===== src/rtl/clk_div_bank_if.sv =====
// Control/status bundle for clk_div_bank; the STROBE vector exists only when
// CLK_DIV_BANK_STROBE_EN is defined.
interface clk_div_bank_if #(
    parameter int NUM_CH = 3,
    parameter int DIV_W  = 8
);
    localparam int SEL_W = (NUM_CH > 1) ? $clog2(NUM_CH) : 1;

    logic [NUM_CH-1:0] en;
    logic              div_load;
    logic [SEL_W-1:0]  div_sel;
    logic [DIV_W-1:0]  div_val;
    logic              sync;
    logic [NUM_CH-1:0] clk_div_out;
    logic [NUM_CH-1:0] pending;
    logic              div_err;
`ifdef CLK_DIV_BANK_STROBE_EN
    logic [NUM_CH-1:0] strobe;

    modport master (output en, div_load, div_sel, div_val, sync,
                    input  clk_div_out, pending, div_err, strobe);
    modport slave  (input  en, div_load, div_sel, div_val, sync,
                    output clk_div_out, pending, div_err, strobe);
`else
    modport master (output en, div_load, div_sel, div_val, sync,
                    input  clk_div_out, pending, div_err);
    modport slave  (input  en, div_load, div_sel, div_val, sync,
                    output clk_div_out, pending, div_err);
`endif
endinterface


===== src/rtl/clk_div_bank.sv =====
// Bank of runtime-programmable clock dividers with shadowed, glitch-free ratio
// changes and global realign. Optional phase-0 strobe: CLK_DIV_BANK_STROBE_EN.
module clk_div_ch #(
    parameter int DIV_W     = 8,
    parameter int RESET_DIV = 2
) (
    input  logic             clk_i,
    input  logic             rst_i,
    input  logic             en_i,
    input  logic             load_i,
    input  logic             sync_i,
    input  logic [DIV_W-1:0] val_i,
    output logic             out_o,
`ifdef CLK_DIV_BANK_STROBE_EN
    output logic             strb_o,
`endif
    output logic             pend_o
);
    localparam logic [DIV_W-1:0] ONE   = 1;
    localparam logic [DIV_W:0]   ONE_X = 1;

    logic [DIV_W-1:0] div_q, div_d, shd_q, shd_d, ph_q, ph_d;
    logic             pend_q, pend_d, run_q, out_q, out_d;
    logic [DIV_W:0]   half;
`ifdef CLK_DIV_BANK_STROBE_EN
    logic             strb_q, strb_d;
`endif

    always_comb begin
        div_d  = div_q;
        shd_d  = shd_q;
        pend_d = pend_q;
        ph_d   = ph_q;
        if (!en_i) begin
            ph_d = '0;
            if (pend_q) begin
                div_d  = shd_q;
                pend_d = 1'b0;
            end
            if (load_i) begin
                shd_d  = val_i;
                pend_d = 1'b1;
            end
        end else if (sync_i) begin
            // A load coinciding with SYNC goes straight to the active divisor.
            ph_d = '0;
            if (load_i) begin
                div_d  = val_i;
                shd_d  = val_i;
                pend_d = 1'b0;
            end else if (pend_q) begin
                div_d  = shd_q;
                pend_d = 1'b0;
            end
        end else begin
            // Start edge and wrap edge both open a fresh period under the shadow.
            if (!run_q || (ph_q == div_q - ONE)) begin
                ph_d = '0;
                if (pend_q) begin
                    div_d  = shd_q;
                    pend_d = 1'b0;
                end
            end else begin
                ph_d = ph_q + ONE;
            end
            if (load_i) begin
                shd_d  = val_i;
                pend_d = 1'b1;
            end
        end
        half  = ({1'b0, div_d} + ONE_X) >> 1;
        out_d = en_i && ({1'b0, ph_d} < half);
`ifdef CLK_DIV_BANK_STROBE_EN
        strb_d = en_i && (ph_d == '0);
`endif
    end

    always_ff @(posedge clk_i) begin
        if (rst_i) begin
            div_q  <= DIV_W'(RESET_DIV);
            shd_q  <= DIV_W'(RESET_DIV);
            pend_q <= 1'b0;
            ph_q   <= '0;
            run_q  <= 1'b0;
            out_q  <= 1'b0;
`ifdef CLK_DIV_BANK_STROBE_EN
            strb_q <= 1'b0;
`endif
        end else begin
            div_q  <= div_d;
            shd_q  <= shd_d;
            pend_q <= pend_d;
            ph_q   <= ph_d;
            run_q  <= en_i;
            out_q  <= out_d;
`ifdef CLK_DIV_BANK_STROBE_EN
            strb_q <= strb_d;
`endif
        end
    end

    assign out_o  = out_q;
    assign pend_o = pend_q;
`ifdef CLK_DIV_BANK_STROBE_EN
    assign strb_o = strb_q;
`endif
endmodule

module clk_div_bank #(
    parameter int NUM_CH    = 3,
    parameter int DIV_W     = 8,
    parameter int RESET_DIV = 2
) (
    input  logic           clk_i,
    input  logic           rst_i,
    clk_div_bank_if.slave  bus
);
    logic              load_ok;
    logic              err_q;
    logic [NUM_CH-1:0] out_w, pend_w;
`ifdef CLK_DIV_BANK_STROBE_EN
    logic [NUM_CH-1:0] strb_w;
`endif

    assign load_ok = bus.div_load && (bus.div_val != '0) && (int'(bus.div_sel) < NUM_CH);

    always_ff @(posedge clk_i) begin
        if (rst_i) err_q <= 1'b0;
        else       err_q <= bus.div_load && !load_ok;
    end

    for (genvar c = 0; c < NUM_CH; c++) begin : g_ch
        clk_div_ch #(
            .DIV_W     (DIV_W),
            .RESET_DIV (RESET_DIV)
        ) u_ch (
            .clk_i  (clk_i),
            .rst_i  (rst_i),
            .en_i   (bus.en[c]),
            .load_i (load_ok && (int'(bus.div_sel) == c)),
            .sync_i (bus.sync),
            .val_i  (bus.div_val),
            .out_o  (out_w[c]),
`ifdef CLK_DIV_BANK_STROBE_EN
            .strb_o (strb_w[c]),
`endif
            .pend_o (pend_w[c])
        );
    end

    assign bus.clk_div_out = out_w;
    assign bus.pending     = pend_w;
    assign bus.div_err     = err_q;
`ifdef CLK_DIV_BANK_STROBE_EN
    assign bus.strobe      = strb_w;
`endif
endmodule


===== src/flat_wrapper.sv =====
// flat-port wrapper written by rule: the top's interface ports become plain ports
module clk_div_bank_flat 
#(
    parameter int NUM_CH    = 3,
    parameter int DIV_W     = 8,
    parameter int RESET_DIV = 2
)
  (clk_i, rst_i, bus_en, bus_div_load, bus_div_sel, bus_div_val, bus_sync, bus_clk_div_out, bus_pending, bus_div_err);
  clk_div_bank_if #(.NUM_CH(NUM_CH), .DIV_W(DIV_W)) bus_i ();
  input  logic clk_i;
  input  logic rst_i;
  input wire logic [$bits(bus_i.en)-1:0] bus_en;
  input wire logic [$bits(bus_i.div_load)-1:0] bus_div_load;
  input wire logic [$bits(bus_i.div_sel)-1:0] bus_div_sel;
  input wire logic [$bits(bus_i.div_val)-1:0] bus_div_val;
  input wire logic [$bits(bus_i.sync)-1:0] bus_sync;
  output wire logic [$bits(bus_i.clk_div_out)-1:0] bus_clk_div_out;
  output wire logic [$bits(bus_i.pending)-1:0] bus_pending;
  output wire logic [$bits(bus_i.div_err)-1:0] bus_div_err;
  assign bus_i.en = bus_en;
  assign bus_i.div_load = bus_div_load;
  assign bus_i.div_sel = bus_div_sel;
  assign bus_i.div_val = bus_div_val;
  assign bus_i.sync = bus_sync;
  assign bus_clk_div_out = bus_i.clk_div_out;
  assign bus_pending = bus_i.pending;
  assign bus_div_err = bus_i.div_err;
  clk_div_bank #(.NUM_CH(NUM_CH), .DIV_W(DIV_W), .RESET_DIV(RESET_DIV)) u_core (.clk_i(clk_i), .rst_i(rst_i), .bus(bus_i));
endmodule

===== config.mk =====
export PLATFORM = sky130hd
export DESIGN_NAME = clk_div_bank_flat
export DESIGN_NICKNAME = d
export VERILOG_FILES = /design/src/rtl/clk_div_bank_if.sv /design/src/rtl/clk_div_bank.sv /design/src/flat_wrapper.sv
export SDC_FILE = /design/constraint.sdc
export NUM_CORES = 1
export LEC_CHECK = 0
export ABC_AREA = 1
export BUFFER_PORTS_ARGS = -buffer_cell sky130_fd_sc_hd__buf_2
export CAP_MARGIN = 0
export CORE_UTILIZATION = 40
export DETAILED_ROUTE_END_ITERATION = 8
export GPL_TIMING_DRIVEN = 1
export SLEW_MARGIN = 20
export SYNTH_ARGS = -nofsm -noshare
export SYNTH_HDL_FRONTEND = slang
export SYNTH_SLANG_ARGS = --single-unit

===== constraint.sdc =====
create_clock -name clk_i -period 2.9 [get_ports clk_i]
set_clock_uncertainty 0.05 [all_clocks]
set_input_delay 0.29 -clock clk_i [delete_from_list [all_inputs] [get_ports clk_i]]
set_output_delay 0.29 -clock clk_i [all_outputs]
set_load 0.03 [all_outputs]

==> flow_summary.ini <==
[clock_network]
tritoncts = yes
cts_max_level = 3
numCtsBuffers = 9
clk_path_buf_depth = 2
clkTransAtPathRegs_ns = 0.07
cts_root_buf = clkbuf_16
clock-sinks = 82
insertion_delay_ns = 0.35

[floorplan]
pin_count = 24
placementRows = 45
design.core.area_um2 = 15370
die_x_um = 128.0
fp.dieH_um = 128.0
dieArea_um2 = 16380
start_util_pct = 41.30

[yosys]
synth_nets = 1081
netlist_area_um2 = 6349
synthFlopType = dfxtp_1
ys_types = 42
ys_warn_count = 0
ys_ff_latch = 82
synth_edf_count = 0
synth_cells = 1034
async_reset_ff_share_pct = 0
syn_area_per_cell_um2 = 6.140
yosysSeqAreaShare_pct = 25.86

[timing]
fin_ws_ns = -0.1270
period_needed_ns = 3.027
finalMaxSlewViolations = 0
slew_headroom_pct = 66.68
setup_violations = 3
rsz0062_at_grt = true
hold_slack_ns = 0.1922
fin_crit_sh_pct = 104.4
finalHoldViolations = 0
clock.fmax_mhz = 330.4
tightest_slew_ns = 0.4992

[worst_setup_path]
worst_path_max_delay_cell = dfxtp_2
crit_path_max_fanout = 4
end_kind = flop
path_cells = inv_2, ha_4, nor2_4, nor2_2, nand2_1, nor2_1, nand3_1, nor2_2, nand3_4, buf_6, nand3_2, nand2_2, nand2_2, nand3_4, nor2_4, nand4_1, inv_1, nand2_2, ha_4, a2111oi_4, nand3_1, a21oi_2
crit_required_ns = 3.14
worstPathArrival_ns = 3.27
cp-start-kind = flop
path_class = flop to flop
cp_slowest_stage_delay_ns = 0.33
cp_common_cell = nand2_2

[pwr]
pwr-share-comb_pct = 27.8
clkPwrFrac_pct = 36.8
power.density_nw_per_um2 = 425.6
p_sw_mw = 1.107
p_int_mw = 2.336
ir_drop_uv = 309.2
seqPwrFrac_pct = 35.4
cellLeakagePower_nw = 3.782
switching_share_pct = 32.14
total_power_mw = 3.443

[routing]
drt-total-wl_mm = 16.94
via_count = 6488
drtIter0Drc = 188
final_antenna_net_count = 0
detail_route.wl_per_cell_um = 12.45
firstDrtPassIters = 4
drc = 0
viasPerCell = 4.767

[grt]
grt_pass1_wl_mm = 28.68
grt-ovfl-total = 0
grtUsageTotal_pct = 22.07
antenna_found_initial = 0
grt_max_degree = 43
grt_pass1_vias = 6113

[place]
dp_slack_ns = -0.1569
gp_congestion = 0.9102
postPlaceCellArea_um2 = 7401
port-buffer-count = 23
dp_hpwl_mm = 13.32

[worst_hold_path]
min_path_type = primary input to flop

[layout]
fillCellCount = 1581
seq_area_um2 = 1652
layout_commonest_cell = nand2_1
drive_above_1_share_pct = 24.96
area_growth_pct = 27.41
mostFrequentLayoutCells = 314 x nand2_1, 116 x inv_1, 106 x buf_4, 94 x nand3_1, 90 x nor2_1
antennaDiodeCount = 0
final_util_pct = 52.63
fin_nets = 1192
final_cell_area_um2 = 8089
multi_input_area_um2 = 4357

[flow_run]
cap_viol_max_count = 0

[status]
violations = setup timing
status = complete, but fails checks
what timing repair did:
item	in CTS	in global routing
buffers inserted	8	4
gates resized for setup	24	47
pin swaps	22	23
hold buffers	0	0
setup endpoints to repair	3	3
registers in the layout (all words and copies together) (netlist names):
signal,flops
u_core.g_ch.u_ch.div_q,24
u_core.g_ch.u_ch.ph_q,24
u_core.g_ch.u_ch.shd_q,24
u_core.g_ch.u_ch.out_o,3
u_core.g_ch.u_ch.pend_o,3
u_core.g_ch.u_ch.run_q,3
u_core.bus.div_err,1
critical path, delay by kind of cell, from the launching register on:
| kind | cells | cell delay [ns] |
|---|---|---|
| AND/OR/NAND/NOR | 15 | 1.37 |
| flip-flops | 1 | 0.33 |
| adder cells (fa/ha/maj) | 2 | 0.51 |
| AO/OA/AOI/OAI | 2 | 0.40 |
| buffers and inverters | 3 | 0.31 |
worst paths after layout:
path | slack, ns | depth (start not counted) | to | start
max reg2reg | -0.13 | 22 | u_core.g_ch[1].u_ch.out_o$_SDFF_PP0_ | u_core.g_ch[1].u_ch.div_q[1]$_SDFF_PP1_
min | 0.19 | 3 | u_core.bus.div_err$_SDFF_PP0_ | bus_div_load
min reg2reg | 0.41 | 2 | u_core.g_ch[2].u_ch.shd_q[4]$_SDFFE_PP0P_ | u_core.g_ch[2].u_ch.shd_q[4]$_SDFFE_PP0P_
max | -0.13 | 22 | u_core.g_ch[1].u_ch.out_o$_SDFF_PP0_ | u_core.g_ch[1].u_ch.div_q[1]$_SDFF_PP1_
power groups by stage:
stage               combinational [mW]  clock, mW  sequential (mW)
finish                           0.956       1.27             1.22
global route                      1.08       1.34             1.23
CTS                              0.914       1.30             1.22
detailed placement               0.876          0             1.24
global placement                 0.871          0             1.24
floorplan                        0.586          0             1.23
routing by layer:
metal	wire (um)	global-route usage (%)	part of all wire (%)
met5	0	0	0
met4	213	5.744	1.3
met3	381	3.005	2.2
met2	8390	39.90	50
met1	7953	27.38	47
cells by family after synthesis:
logic type | Yosys count | share of synthesized area [%]
muxes | 2 | 0.3153
adders and majority gates | 30 | 5.912
DFF | 82 | 25.86
xor gates and xnor gates | 38 | 5.361
buffers and inverters | 173 | 11.00
and+or+nand+nor | 617 | 42.98
AOI/OAI and AO/OA | 92 | 8.573
synthesized netlist by cell type, types with 3 or more instances:
cell       count  area, um2
dfxtp_1       82       1642
o211ai_1       4      30.03
nand2_1      331       1242
nand3_2        4      40.04
nand3b_1       4      30.03
ha_1          30      375.4
nor2_1        99      371.6
a21oi_1       42      210.2
nor2_4         4      45.04
xor2_1        25      219.0
a2111oi_0      3      26.28
inv_1        120      450.4
buf_2          7      35.03
nand2_2       13      81.33
nor3_1        24      120.1
buf_4          6      45.04
nand4_1       11      68.82
o21ai_0       28      140.1
nor2_2        16      100.1
inv_2         18      67.56
nand3_1      100      500.5
a21oi_2        8      70.07
clkbuf_1      16      60.06
xnor2_1       12      105.1
stage by stage:
stage	TNS, ns	instances
6_report	-0.1640	1361
5_1_grt	-1.010	1361
4_1_cts	-0.1446	1357
3_5_place_dp	-0.4001	1333
3_3_place_gp	-0.3267	1333
2_1_floorplan	-0.04034	1034
area by class of cell:
class                   count  area share (%)
multi-input cells         779           53.86
clock buffers               9           2.784
flip-flops and latches     82           20.42
well taps                 211           3.264
repair buffers            133           11.93
clock inverters             7           1.222
inverters                 140           6.527
Note: power is estimated with default switching activity, not from simulation.
